[src/rtl/img_frame_writer.sv]
// img_frame_writer
// Sink end of the pixel byte stream. Bytes arrive over valid/ready, sit in a
// small FIFO so short memory stalls do not back-pressure the pixel stage, and
// are written sequentially into the frame buffer starting at the byte that
// carries start-of-frame. Line and frame boundaries are reported as pulses; a
// start-of-frame seen in the middle of a frame restarts the frame at address 0
// and raises a sticky error flag.
//
// state   | meaning
// --------+-----------------------------------------------------------------
// S_IDLE  | waiting for a start-of-frame byte; non-sof bytes are discarded
// S_WRITE | writing FIFO head bytes to memory, one per accepted write
// S_DONE  | one-cycle frame_done pulse, FIFO keeps filling but is not popped

module img_frame_writer #(
  parameter int FRAME_BYTES = 98304,
  parameter int LINE_BYTES  = 768,
  parameter int ADDR_W      = 17,
  parameter int FIFO_DEPTH  = 4
) (
  input  logic              i_clk,
  input  logic              i_rst,
  input  logic [7:0]        i_in_data,
  input  logic              i_in_sof,
  input  logic              i_in_valid,
  output logic              o_in_ready,
  output logic              o_mem_we,
  output logic [ADDR_W-1:0] o_mem_addr,
  output logic [7:0]        o_mem_wdata,
  input  logic              i_mem_ready,
  output logic              o_line_end,
  output logic              o_frame_done,
  output logic              o_busy,
  output logic              o_err_resync,
  input  logic              i_err_clr
);

  localparam int PW = (FIFO_DEPTH > 1) ? $clog2(FIFO_DEPTH) : 1;
  localparam int CW = PW + 1;
  localparam int LW = (LINE_BYTES > 1) ? $clog2(LINE_BYTES) : 1;

  localparam logic [CW-1:0]     FIFO_FULL  = CW'(FIFO_DEPTH);
  localparam logic [ADDR_W-1:0] LAST_ADDR  = ADDR_W'(FRAME_BYTES - 1);
  localparam logic [LW-1:0]     LAST_LPOS  = LW'(LINE_BYTES - 1);

  typedef enum logic [1:0] {
    S_IDLE  = 2'd0,
    S_WRITE = 2'd1,
    S_DONE  = 2'd2
  } state_t;

  // FIFO storage: each entry is {sof, data}
  logic [8:0]        r_fifo [FIFO_DEPTH];
  logic [PW-1:0]     r_wr_ptr;
  logic [PW-1:0]     r_rd_ptr;
  logic [CW-1:0]     r_count;
  logic              r_in_ready;

  // FSM / frame tracking
  state_t            r_state;
  logic [ADDR_W-1:0] r_addr;
  logic [LW-1:0]     r_lpos;
  logic              r_err_resync;
  logic              r_frame_done;
  logic              r_line_end;

  logic              w_push;
  logic              w_pop;
  logic [CW-1:0]     w_count_nxt;
  logic [8:0]        w_head;
  logic              w_head_valid;
  logic              w_head_sof;
  logic              w_mem_we;
  logic              w_wr_done;
  logic              w_resync;
  logic [ADDR_W-1:0] w_eff_addr;
  logic [LW-1:0]     w_eff_lpos;

  assign w_push       = i_in_valid && r_in_ready;
  assign w_head       = r_fifo[r_rd_ptr];
  assign w_head_valid = (r_count != '0);
  assign w_head_sof   = w_head[8];

  // Next FIFO occupancy; push and pop together leave it unchanged
  always_comb begin
    w_count_nxt = r_count;
    if (w_push && !w_pop) begin
      w_count_nxt = r_count + CW'(1);
    end else if (!w_push && w_pop) begin
      w_count_nxt = r_count - CW'(1);
    end
  end

  // Write-side decode: a sof at the head always lands at address 0, which
  // both starts a normal frame and restarts a frame on resync
  always_comb begin
    w_mem_we   = (r_state == S_WRITE) && w_head_valid;
    w_wr_done  = w_mem_we && i_mem_ready;
    w_eff_addr = w_head_sof ? '0 : r_addr;
    w_eff_lpos = w_head_sof ? '0 : r_lpos;
    w_resync   = w_mem_we && w_head_sof && (r_addr != '0);
    w_pop      = w_wr_done ||
                 ((r_state == S_IDLE) && w_head_valid && !w_head_sof);
  end

  // FIFO pointers, storage and registered ready (ready only from occupancy,
  // so a full FIFO never takes a byte even when it is popped that cycle)
  always_ff @(posedge i_clk or posedge i_rst) begin
    if (i_rst) begin
      for (int i = 0; i < FIFO_DEPTH; i++) begin
        r_fifo[i] <= '0;
      end
      r_wr_ptr   <= '0;
      r_rd_ptr   <= '0;
      r_count    <= '0;
      r_in_ready <= 1'b0;
    end else begin
      if (w_push) begin
        r_fifo[r_wr_ptr] <= {i_in_sof, i_in_data};
        r_wr_ptr         <= r_wr_ptr + PW'(1);
      end
      if (w_pop) begin
        r_rd_ptr <= r_rd_ptr + PW'(1);
      end
      r_count    <= w_count_nxt;
      r_in_ready <= (w_count_nxt != FIFO_FULL);
    end
  end

  // Frame sequencing FSM with address / line-position counters and flags
  always_ff @(posedge i_clk or posedge i_rst) begin
    if (i_rst) begin
      r_state      <= S_IDLE;
      r_addr       <= '0;
      r_lpos       <= '0;
      r_err_resync <= 1'b0;
      r_frame_done <= 1'b0;
      r_line_end   <= 1'b0;
    end else begin
      r_frame_done <= 1'b0;
      r_line_end   <= 1'b0;

      // a new resync event takes priority over a clear in the same cycle
      if (w_resync) begin
        r_err_resync <= 1'b1;
      end else if (i_err_clr) begin
        r_err_resync <= 1'b0;
      end

      case (r_state)
        S_IDLE: begin
          if (w_head_valid && w_head_sof) begin
            r_state <= S_WRITE;
            r_addr  <= '0;
            r_lpos  <= '0;
          end
        end
        S_WRITE: begin
          if (w_wr_done) begin
            r_line_end <= (w_eff_lpos == LAST_LPOS);
            if (w_eff_addr == LAST_ADDR) begin
              r_state      <= S_DONE;
              r_addr       <= '0;
              r_lpos       <= '0;
              r_frame_done <= 1'b1;
            end else begin
              r_addr <= w_eff_addr + ADDR_W'(1);
              r_lpos <= (w_eff_lpos == LAST_LPOS) ? '0 : (w_eff_lpos + LW'(1));
            end
          end
        end
        S_DONE: begin
          r_state <= S_IDLE;
        end
        default: begin
          r_state <= S_IDLE;
        end
      endcase
    end
  end

  assign o_in_ready   = r_in_ready;
  assign o_mem_we     = w_mem_we;
  assign o_mem_addr   = w_eff_addr;
  assign o_mem_wdata  = w_head[7:0];
  assign o_line_end   = r_line_end;
  assign o_frame_done = r_frame_done;
  assign o_busy       = (r_state == S_WRITE);
  assign o_err_resync = r_err_resync;

endmodule

[config.mk]
export PLATFORM = sky130hd
export DESIGN_NAME = img_frame_writer
export DESIGN_NICKNAME = d
export VERILOG_FILES = /design/src/rtl/img_frame_writer.sv
export SDC_FILE = /design/constraint.sdc
export NUM_CORES = 1
export LEC_CHECK = 0
export CORE_MARGIN = 8
export CORE_UTILIZATION = 30
export DETAILED_ROUTE_END_ITERATION = 10
export PLACE_DENSITY = 0.49
export SETUP_SLACK_MARGIN = 0.1
export SLEW_MARGIN = 5
export SYNTH_ARGS = -nofsm -noshare
export SYNTH_HDL_FRONTEND = slang
export SYNTH_SLANG_ARGS = --single-unit
[constraint.sdc]
create_clock -name i_clk -period 5.35 [get_ports i_clk]
set_input_delay 1.07 -clock i_clk [delete_from_list [all_inputs] [get_ports i_clk]]
set_output_delay 1.07 -clock i_clk [all_outputs]
set_load 0.005 [all_outputs]
-- Yosys cells after proc, flatten, opt, wreduce, memory -nomap -nowiden
Index checks and enable logic that the tools add are counted.
- input port bits: 14
- flip-flop bits (word level): 76
- logic and storage cells: 84
- output and inout bits: 31
- muxes and demuxes: 30
- eq/ne operators: 7
- reduce and logical (&&, ||, !) cells: 22
- bitwise operators: 2
- add/subtract/negate cells: 6
- order comparisons: 3
- operator list (cell ; number):
    17-bit 2-to-1 mux ; 4
    10-bit 2-to-1 mux ; 5
    36-bit bitwise mux ; 1
    17-bit one-hot mux with 2 select lines ; 1
    9-bit 2-to-1 mux ; 3
    10-bit one-hot mux with 2 select lines ; 1
    9-bit binary-select mux with 2-bit select ; 1
    9-bit demux with 2-bit select ; 1
    17-bit by 1-bit adder with 17-bit output, second input constant ; 1
    17-bit equality test, second input constant ; 1
    17-bit nonzero test ; 1
    1-bit logical AND ; 11
    10-bit by 1-bit adder with 10-bit output, second input constant ; 1
    10-bit equality test, second input constant ; 1
    1-bit 2-to-1 mux ; 7
    3-bit greater-or-equal comparator, second input constant ; 2
    2-bit 2-to-1 mux ; 3
    3-bit 2-to-1 mux ; 2
    2-bit by 1-bit != test with 1-bit output, second input constant ; 3
    2-bit NOT with 3-bit output ; 2
    3-bit AND reduction ; 2
    2-bit by 1-bit adder with 2-bit output, second input constant ; 2
    2-bit one-hot mux with 2 select lines ; 1
    2-bit nonzero test ; 2
    other kinds (9) ; 11

-- Depth between registers and ports, before layout
Gate-level depths: netlist of the first run.
- word-level depth: 11
- gate-level depth with buffers: 10
- depth with buffers taken out: 8

-- Least setup slack after synthesis of the first run
Ideal clock, no wire load.
- path type: register -> register
- start point: register r_rd_ptr[0]
- end point: register r_lpos[8]
- required time: 5.228 ns
- setup time: 0.122 ns
- path slack: 2.300 ns
- buffers on the path: 1
- stages on the path, launching flop included: 10
- arrival time: 2.928 ns
- period minus slack after synthesis: 3.050 ns
- cells stage by stage: dfrtp_1 mux4_2 clkbuf_1 nor2b_1 ha_1 nand3_1 or4_1 o21ai_2 o21ai_0 a32o_1
- elaborated cells between the ends (all ways): 16
- those cells by class: add/sub (1); eq/ne (3); mux (9); bitwise (1); reduce/logical (2)
- RTL lines (element ; line ; RTL):
    start: declaration ; 55 ; logic [PW-1:0] r_rd_ptr;
    start signal: assignment ; 123 ; r_rd_ptr <= r_rd_ptr + PW'(1);
    2-bit NOT with 3-bit output (not written as such) ; 80 ; assign w_head = r_fifo[r_rd_ptr];
    9-bit binary-select mux with 2-bit select ; 80 ;
    9-bit 2-to-1 mux (not written as such) (2 in series) ; 80 ;
    17-bit 2-to-1 mux ; 99 ; w_eff_addr = w_head_sof ? '0 : r_addr;
    via o_mem_addr[1] ; 28 ; output logic [ADDR_W-1:0] o_mem_addr,
    17-bit equality test ; 161 ; if (w_eff_addr == LAST_ADDR) begin
    10-bit 2-to-1 mux ; 161 ;
    10-bit 2-to-1 mux ; 159 ; if (w_wr_done) begin
    10-bit one-hot mux with 2 select lines ; 150 ; case (r_state)
    end signal: assignment ; 168 ; r_lpos <= (w_eff_lpos == LAST_LPOS) ? '0 : (w_eff_lpos + LW'(1));
    end: declaration ; 62 ; logic [LW-1:0] r_lpos;
The timed path passes the listed nets, and every way through them passes these cells. The select of a mux whose other input is x is not followed.
A chain may end at the register's enable or synchronous reset.

-- Worst setup path in the final report of the first run
- start point: register r_rd_ptr[0]
- end point: output port o_mem_addr[12]
- longest elaborated chain between the ends: 5
- ends and longest elaborated chain (element ; line):
    2-bit NOT with 3-bit output (not written as such) ; 80
    9-bit binary-select mux with 2-bit select ; 80
    9-bit 2-to-1 mux (not written as such) (2 in series) ; 80
    17-bit 2-to-1 mux ; 99
    end: declaration ; 28
No other way between the ends. The select of a mux whose other input is x is not followed.

==> results of run 1 <==
## registers in the layout, summed over array words and instances (netlist names)
register      count
o_err_resync      1
o_in_ready        1
r_addr           17
r_lpos           10
r_wr_ptr          2
r_count           3
r_state           2
o_frame_done      1
r_rd_ptr          2
o_line_end        1
r_fifo           36
## cells in the final DEF (no fill, tap or decap), types with 7 or more instances in the layout
cell / count
dfrtp_1: 76
clkdlybuf4s50_1: 44
mux2_2: 38
nand2_1: 29
nand3_1: 22
nor2_1: 19
inv_1: 15
nor2b_1: 15
a31oi_1: 15
o21ai_0: 13
a21oi_1: 11
mux4_2: 9
ha_1: 9
clkbuf_16: 9
nand4_1: 8
nor3_1: 7
## area by class of cell
class	count	area share
multi-input combinational	264	0.403
sequential	76	0.385
timing repair buffer	46	0.0922
clock buffer	10	0.0484
tap	176	0.0446
clock inverter	6	0.0144
inverter	16	0.0122
## routing by layer
layer | track usage | vias up | wire length [um]
li1 | - | 1455 | -
met1 | 0.153 | 1492 | 4710
met2 | 0.176 | 62 | 4380
met3 | 0.0274 | 17 | 392
met4 | 0.0530 | 0 | 197
met5 | 0 | - | 0
## per-stage QoR
| step | utilization | cells | hold WS (ns) | cell area, um^2 | setup slack, ns |
|---|---|---|---|---|---|
| 2_1_floorplan | - | 369 | 0.472 | 4000 | 2.30 |
| 3_3_place_gp | 0.352 | 578 | 0.483 | 4630 | 1.46 |
| 3_5_place_dp | 0.352 | 578 | 0.490 | 4630 | 1.37 |
| 4_1_cts | 0.376 | 594 | 0.505 | 4940 | 1.19 |
| 5_1_grt | 0.376 | 594 | 0.511 | 4940 | 1.06 |
| 6_report | 0.376 | 594 | 0.503 | 4940 | 1.23 |
## cell families (layout without fill, tap and decap cells)
logic type,count (synthesis),in the layout,synth area share
AOI/OAI and AO/OA,65,65,0.109
xor gates and xnor gates,8,8,0.0175
adders and majority gates,9,9,0.0282
buffers and inverters,29,78,0.0285
DFF,76,76,0.475
muxes,51,51,0.168
and+or+nand+nor,131,131,0.174
## path summary, 6_finish.rpt
| check | to | start | slack [ns] | depth (start not counted) |
|---|---|---|---|---|
| setup reg to reg | r_lpos[2] | r_rd_ptr[0] | 1.36 | 8 |
| min in group asynchronous | o_err_resync | i_rst | 1.28 | 2 |
| setup / recovery | o_mem_addr[12] | r_rd_ptr[0] | 1.23 | 3 |
| hold / removal | r_fifo[30] | r_fifo[30] | 0.50 | 1 |
| max in group asynchronous | r_fifo[13] | i_rst | 3.09 | 3 |
| hold reg to reg | r_fifo[30] | r_fifo[30] | 0.50 | 1 |
## critical path: cells and delay by family (launching register included)
| kind | cells | cell delay (ns) |
|---|---|---|
| DFF | 1 | 0.86 |
| muxes | 1 | 0.86 |
| buffers and inverters | 1 | 0.59 |
| and+or+nand+nor | 1 | 0.39 |
## report_power, final
| part | internal (mW) | total, mW | switching (mW) |
|---|---|---|---|
| combinational | 0.669 | 1.28 | 0.615 |
| sequential | 0.790 | 0.986 | 0.196 |
| clock | 0.378 | 0.633 | 0.255 |
==> metrics.md, run 1 <==
| Metric | Value |
|---|---|
| Status | complete, no violations |
| Peak supply drop | 212 uV |
| Die footprint | 17,300 um^2 |
| Worst skew pair latency | 0.34 ns |
| Initial antenna violation count | 0 |
| FMAX | 243 MHz |
| Top-area cell type share of the netlist area | 0.475 |
| Setup TNS Final | 0 ns |
| # nets final | 436 |
| Mean Syn Cell Area | 10.8 um^2 |
| Ranking of synthesized cells by area | dfrtp_1, mux2_2, mux4_2, ha_1, nand3_1 |
| Setup Fix Bufs, Post-CTS | 0 |
| CTS tree | done |
| Iter 0 DRT Violations | 216 |
| DRT Pass-1 Iters | 4 |
| Post-Synthesis Cells | 369 |
| Placer Congestion | 0.817 |
| Period minus WS final | 4.12 ns |
| RSZ-0062 raised after global routing | false |
| Total power | 2.90 mW |
| Final setup fails | 0 |
| Share of post-route cells with drive strength above 1 | 0.179 |
| Area of the multi-input gates | 1990 um^2 |
| CTS root buf | clkbuf_16 |
| Final Max Tran Viols | 0 |
| Vias in the first global route | 3,040 |
| First-pass GRT wire length | 16,200 um |
| Final WL | 9680 um |
| Post-synthesis cell type count | 46 |
| Worst Skew | 0.00857 ns |
| Required time of the critical path | 4.28 ns |
| Final Hold Fails | 0 |
| FFs w/ async S/R, synth | 1.00 |
| Chip Width | 131 um |
| Post-cts sizing count | 0 |
| Via count | 3,026 |
| Die height | 131 um |
| Post-DRT Antenna Nets | 0 |
| Wirelength per Cell | 16.3 um |
| Mapped Area | 4000 um^2 |
| Top-count cell post-synth | dfrtp_1 |
| Worst Setup End Kind | primary output |
| Seq/Total Area, Yosys | 0.475 |
| PD cells | 588 nW/um^2 |
| Synth Warn # | 0 |
| Register area | 1900 um^2 |
| Critical Path Start Type | flop |
| CTS buffer count | 9 |
| CTS Buffer Depth | 2 |
| Top FF cell, synth | dfrtp_1 |
| Crit Path Class | flop to primary output |
| Net Count, Synth | 392 |
| Ports | 45 |
| CP Data Arrival Time | 3.05 ns |
| Period Utilization, post-route | 0.771 |
| Most instantiated cells after synthesis | dfrtp_1, mux2_2, nand2_1 |
| PortBufs | 44 |
| Area growth, synth to finish | 23.4% |
| # DRC | 0 |
| Least-Margin Pin Slew | 1.15 ns |
| Lkg Pwr | 2.01 nW |
| Worst path max stage delay | 0.86 ns |
| Worst slew margin | 0.233 |
| Core area | 13,100 um^2 |
| Congestion Overflow GR | 0 |
| Post-synth EDFFs | 0 |
| Starting density of the core | 0.304 |
| GRT Util Overall | 0.116 |
| Worst Hold Class | flop to flop |
| Worst-path clk slew | 0.06 ns |
| Synth area leader | dfrtp_1 |
| H-tree depth | 3 |
| Max-cap violations | 0 |
| Hold-fix buffers, CTS | 0 |
| Post-DP HPWL | 6600 um |
| Pin count of the biggest net entering global routing | 47 |
| #FFs+latches synth | 76 |
| CP Max Fanout | 25 |
| CTS sink cnt | 76 |
| # diodes | 0 |
| FILL cells | 1,324 |
| Worst-path cell chain | mux4_2 > nor2b_1 > clkdlybuf4s50_1 |
| DR vias/cell | 5.09 |
| Slowest cell on the critical path | dfrtp_1 |
| Std cell rows | 42 |
No activity file was read; power rests on OpenSTA's default activity.
==> run 2, diff against run 1 <==
clock period = 3.98 ns   (was 5.35 ns; I/O delays follow)
==> run 2 against run 1 <==
Worst setup slack got worse by 0.58 ns. Final cell count increased by 0.51%. Clock power increased by 23%. Flip-flop and latch count did not move. Global-route usage up 0.056 points. Routed wire length increased by 0.70%. Combinational power rose by 42%. Core utilization rose by 0.086 points. Largest power group unchanged. Critical path type is now flop to flop.
==> metrics.md, run 2 (synthesis results as in run 1) <==
| Metric | Value |
|---|---|
| Status | complete, no violations |
| Hold path depth | 1 |
| Share of post-route cells with drive strength above 1 | 0.185 |
| # DRC | 0 |
| Placer Congestion | 0.762 |
| Setup TNS Final | 0 ns |
| Met3 usage | 0.0240 |
| Chip Width | 131 um |
| Sequential Power Share | 0.328 |
| Post-DRT Antenna Nets | 0 |
| Total power | 3.87 mW |
| CP Data Arrival Time | 3.56 ns |
| Post-DP HPWL | 6780 um |
| PD cells | 781 nW/um^2 |
| Final Hold Fails | 0 |
| Area of the multi-input gates | 1990 um^2 |
| # nets final | 439 |
| Post-cts sizing count | 0 |
| Worst-path clk slew | 0.06 ns |
| Worst Hold Class | flop to flop |
| Area growth, synth to finish | 23.7% |
| Congestion Overflow GR | 0 |
| H-tree depth | 3 |
| Pin count of the biggest net entering global routing | 51 |
| Die footprint | 17,300 um^2 |
| Std cell rows | 42 |
| Worst Setup End Kind | flop |
| Met1 GRT Util | 0.153 |
| Final WL | 9750 um |
| # diodes | 0 |
| FMAX | 300 MHz |
| Final Max Tran Viols | 0 |
| Clock network power share | 0.202 |
| Reg2Reg Launch Point | r_fifo[17] |
| Die height | 131 um |
| Critical Path Start Type | flop |
| Largest register by flop count | r_fifo |
| DP Worst Slack | 0.633 ns |
| Worst slew margin | 0.463 |
| Starting density of the core | 0.304 |
| Peak supply drop | 244 uV |
| First-pass GRT wire length | 16,300 um |
| Busiest grt layer | met2 |
| Logic pwr share | 0.470 |
| Hold path start | r_fifo[9] |
| Iter 0 DRT Violations | 262 |
| CTS sink cnt | 76 |
| Wirelength per Cell | 16.3 um |
| Worst Skew | 0.00792 ns |
| Hold endpoint | r_fifo[9] |
| Worst skew pair latency | 0.34 ns |
| PortBufs | 44 |
| CTS tree | done |
| Ports | 45 |
| CTS buffer count | 9 |
| Sw frac | 0.372 |
| Required time of the critical path | 4.21 ns |
| Max-cap violations | 0 |
| DRT Pass-1 Iters | 4 |
| RSZ-0062 raised after global routing | false |
| Via count | 3,095 |
| CTS Buffer Depth | 2 |
| Hold-fix buffers, CTS | 0 |
| Vias in the first global route | 3,050 |
| Largest registers | r_fifo x36, r_addr x17, r_lpos x10 |
| CTS root buf | clkbuf_16 |
| Max FFs per register | 36 |
| Commonest non-fill, non-tap cells in the layout | dfrtp_1, clkdlybuf4s50_1, mux2_2 |
| Worst r2r dst | r_lpos[8] |
| Period minus WS final | 3.33 ns |
| Commonest non-fill, non-tap cell in the layout | dfrtp_1 |
| Least-Margin Pin Slew | 0.798 ns |
| CP Max Fanout | 25 |
| Register area | 1900 um^2 |
| Crit Path Class | flop to flop |
| Net Switching | 1.44 mW |
| Final setup fails | 0 |
| Worst R2R Setup Slack | 0.65 ns |
| DR vias/cell | 5.18 |
| Initial antenna violation count | 0 |
| Final setup margin | 0.645 ns |
| Setup Fix Bufs, Post-CTS | 0 |
| Core area | 13,100 um^2 |
| Worst-case reg-to-reg path depth | 8 |
| GRT Util Overall | 0.116 |
| Lkg Pwr | 2.02 nW |
| FILL cells | 1,334 |
| Met2 usage | 0.183 |
| Period Utilization, post-route | 0.838 |
| Internal | 2.43 mW |
## run 2: cell types whose count changed in the layout (fill, tap and decap cells not counted)
cell	change
buf_12	+1
buf_4	+2
bufinv_16	-1
clkinv_2	+1
clkinv_4	+1
clkinvlp_4	-1
## run 2: worst max-delay path by stage
stage	from	to	slack, ns	depth (start not counted)
global route	r_rd_ptr[0]	r_lpos[8]	0.33	8
finish	r_fifo[17]	r_lpos[8]	0.65	8
detailed placement	r_rd_ptr[0]	r_lpos[8]	0.63	8
global placement	r_rd_ptr[0]	r_lpos[8]	0.71	8
CTS	r_rd_ptr[0]	r_lpos[8]	0.62	8
floorplan	r_rd_ptr[0]	r_lpos[8]	0.93	9
## run 2: metrics by stage
step	utilization	instances	hold WS, ns	area, um^2
finish	0.377	597	0.500	4950
global route	0.377	597	0.509	4950
CTS	0.377	597	0.503	4950
detailed placement	0.355	581	0.489	4660
global placement	0.355	581	0.484	4660
floorplan	-	369	0.472	4000
## run 2: power by group through the flow
stage	registers (mW)	clock network (mW)	logic, mW
after detailed placement	1.28	0	1.85
final	1.27	0.781	1.82
after global routing	1.31	0.842	2.00
after global placement	1.26	0	1.83
after floorplan	1.22	0	1.24
after CTS	1.27	0.809	1.85
## run 2: area by class of cell
cell class / count / area share
multi-input cells: 264 / 0.402
clock inverters: 6 / 0.00961
well taps: 176 / 0.0445
flip-flops and latches: 76 / 0.384
clock buffers: 10 / 0.0483
inverters: 16 / 0.0121
repair buffers: 49 / 0.0991
## run 2: worst max-delay path: stages, from the launching register on
cell and delay, ns:
dfrtp_1 0.40, mux4_2 0.72, nor2b_1 0.27, ha_1 0.26, nand3_1 0.20, or4_1 0.64
o21ai_2 0.37, o21ai_0 0.13, a32o_1 0.21
## run 2: per-layer routing
metal / routed length [um] / up-vias
met5: 0 / -
met4: 155 / 0
met3: 340 / 11
met2: 4620 / 65
met1: 4630 / 1552
li1: - / 1467
==> run 3, diff against run 2 <==
clock period = 3.2 ns   (was 3.98 ns; I/O delays follow)
==> run 3 against run 2 <==
Clock skew is 0.00078 ns lower. Register-to-register slack worse by 0.28 ns. Sequential power is 24% higher. Cell area is 2.3% higher. Worst setup slack worse by 0.40 ns. Critical path depth is 4 lower. Hold slack hardly changed. Non-clock buffer count is 8 higher. Clock power is 43% higher. Global-route usage is 0.16 points higher. Critical endpoint is now o_mem_addr[12].
==> metrics.md, run 3 (synthesis results as in run 1) <==
| Metric | Value |
|---|---|
| FILL cells | 1,313 |
| Largest registers | r_fifo x36, r_addr x17, r_lpos x10 |
| CTS sink cnt | 76 |
| Vias in the first global route | 3,132 |
| # nets final | 447 |
| Max FFs per register | 36 |
| Largest register by flop count | r_fifo |
| Util after Layout | 0.385 |
| Busiest grt layer | met2 |
| Initial antenna violation count | 1 |
| Worst-path cell chain | mux4_2 > buf_4 > nor2b_1 > clkdlybuf4s50_1 |
| Status | complete, no violations |
| PD cells | 987 nW/um^2 |
| Worst Skew | 0.00714 ns |
| CTS root buf | clkbuf_16 |
| DR vias/cell | 5.02 |
| Total power | 5.00 mW |
| RSZ-0062 raised after global routing | false |
| H-tree depth | 3 |
| Dpl cells | 589 |
| DP Worst Slack | 0.274 ns |
| Std cell rows | 42 |
| Max-cap violations | 0 |
| CTS Buffer Depth | 2 |
| Area growth, synth to finish | 26.6% |
| Commonest non-fill, non-tap cell in the layout | dfrtp_1 |
| Iter 0 DRT Violations | 241 |
| Final Hold Fails | 0 |
| Met2 usage | 0.185 |
| # diodes | 0 |
| Met3 usage | 0.0290 |
| Crit Path Class | flop to primary output |
| Hold path start | r_fifo[16] |
| Buf+Inv Stages, Crit Path | 2 |
| DRT Pass-1 Iters | 4 |
| Wirelength per Cell | 16.2 um |
| Post-DRT Antenna Nets | 0 |
| Final WL | 9780 um |
| Core area | 13,100 um^2 |
| Worst Setup End Kind | primary output |
| Placer Congestion | 0.799 |
| Period Utilization, post-route | 0.922 |
| Least-Margin Pin Slew | 0.914 ns |
| Post-DP HPWL | 6940 um |
| Placed Area | 4710 um^2 |
| Worst-path clk slew | 0.06 ns |
| Required time of the critical path | 2.56 ns |
| Final setup fails | 0 |
| Met1 GRT Util | 0.153 |
| GRT Util Overall | 0.118 |
| CP Data Arrival Time | 2.31 ns |
| Lkg Pwr | 2.08 nW |
| Final non-filler cell total | 605 |
| Min Hold Slack | 0.500 ns |
| Ports | 45 |
| Reg2Reg Launch Point | r_rd_ptr[0] |
| Worst slew margin | 0.390 |
| Setup TNS Final | 0 ns |
| Commonest non-fill, non-tap cells in the layout | dfrtp_1, clkdlybuf4s50_1, mux2_2 |
| Period minus WS final | 2.95 ns |
| Pin count of the biggest net entering global routing | 41 |
| Share of post-route cells with drive strength above 1 | 0.205 |
| Final Max Tran Viols | 0 |
| Register area | 1900 um^2 |
| Crit path from | r_rd_ptr[0] |
| Critical Path Start Type | flop |
| CTS tree | done |
| Worst skew pair latency | 0.33 ns |
| CP top delay family | buffers and inverters |
| Final setup margin | 0.250 ns |
| CP Max Fanout | 14 |
| Worst path max stage delay | 0.57 ns |
| Congestion Overflow GR | 0 |
| Via count | 3,039 |
| Slowest cell on the critical path | clkdlybuf4s50_1 |
| Starting density of the core | 0.304 |
| Die footprint | 17,300 um^2 |
| First-pass GRT wire length | 16,600 um |
| Die height | 131 um |
| Finished Cell Area | 5060 um^2 |
| Hold-fix buffers, CTS | 0 |
| CTS buffer count | 9 |
| Peak supply drop | 294 uV |
| Chip Width | 131 um |
| Worst Hold Class | flop to flop |
| # DRC | 0 |
| PortBufs | 44 |
| FMAX | 339 MHz |
| Area of the multi-input gates | 2010 um^2 |
[run 3: cell type report]
cell class              count  area share
multi-input cells         264       0.396
flip-flops and latches     76       0.376
repair buffers             57       0.106
clock buffers              11      0.0499
well taps                 176      0.0435
clock inverters             5      0.0166
inverters                  16      0.0119
[run 3: where the power goes]
group | switching (mW) | total (mW) | leakage (nW) | internal, mW
Sequential | 0.254 | 1.58 | 0.948 | 1.32
Clock | 0.397 | 1.12 | 0.158 | 0.726
Combinational | 1.12 | 2.30 | 0.973 | 1.18
Total | 1.77 | 5.00 | 2.08 | 3.23
[run 3: metal layers]
| layer | routed length (um) | vias up |
|---|---|---|
| li1 | - | 1476 |
| met1 | 4660 | 1496 |
| met2 | 4630 | 54 |
| met3 | 322 | 11 |
| met4 | 150 | 2 |
| met5 | 13 | - |
[run 3: worst paths after layout]
path,to,slack [ns],depth (start not counted)
setup / recovery,o_mem_addr[12],0.25,4
hold / removal,r_fifo[16],0.50,1
setup reg to reg,r_lpos[8],0.37,8
hold reg to reg,r_fifo[16],0.50,1
max in group asynchronous,r_fifo[22],1.65,3
min in group asynchronous,r_addr[14],0.84,2
[run 3: repair_timing]
action	CTS	global route
gates resized for setup	0	3
buffers inserted	0	0
endpoints found under the setup margin	0	5
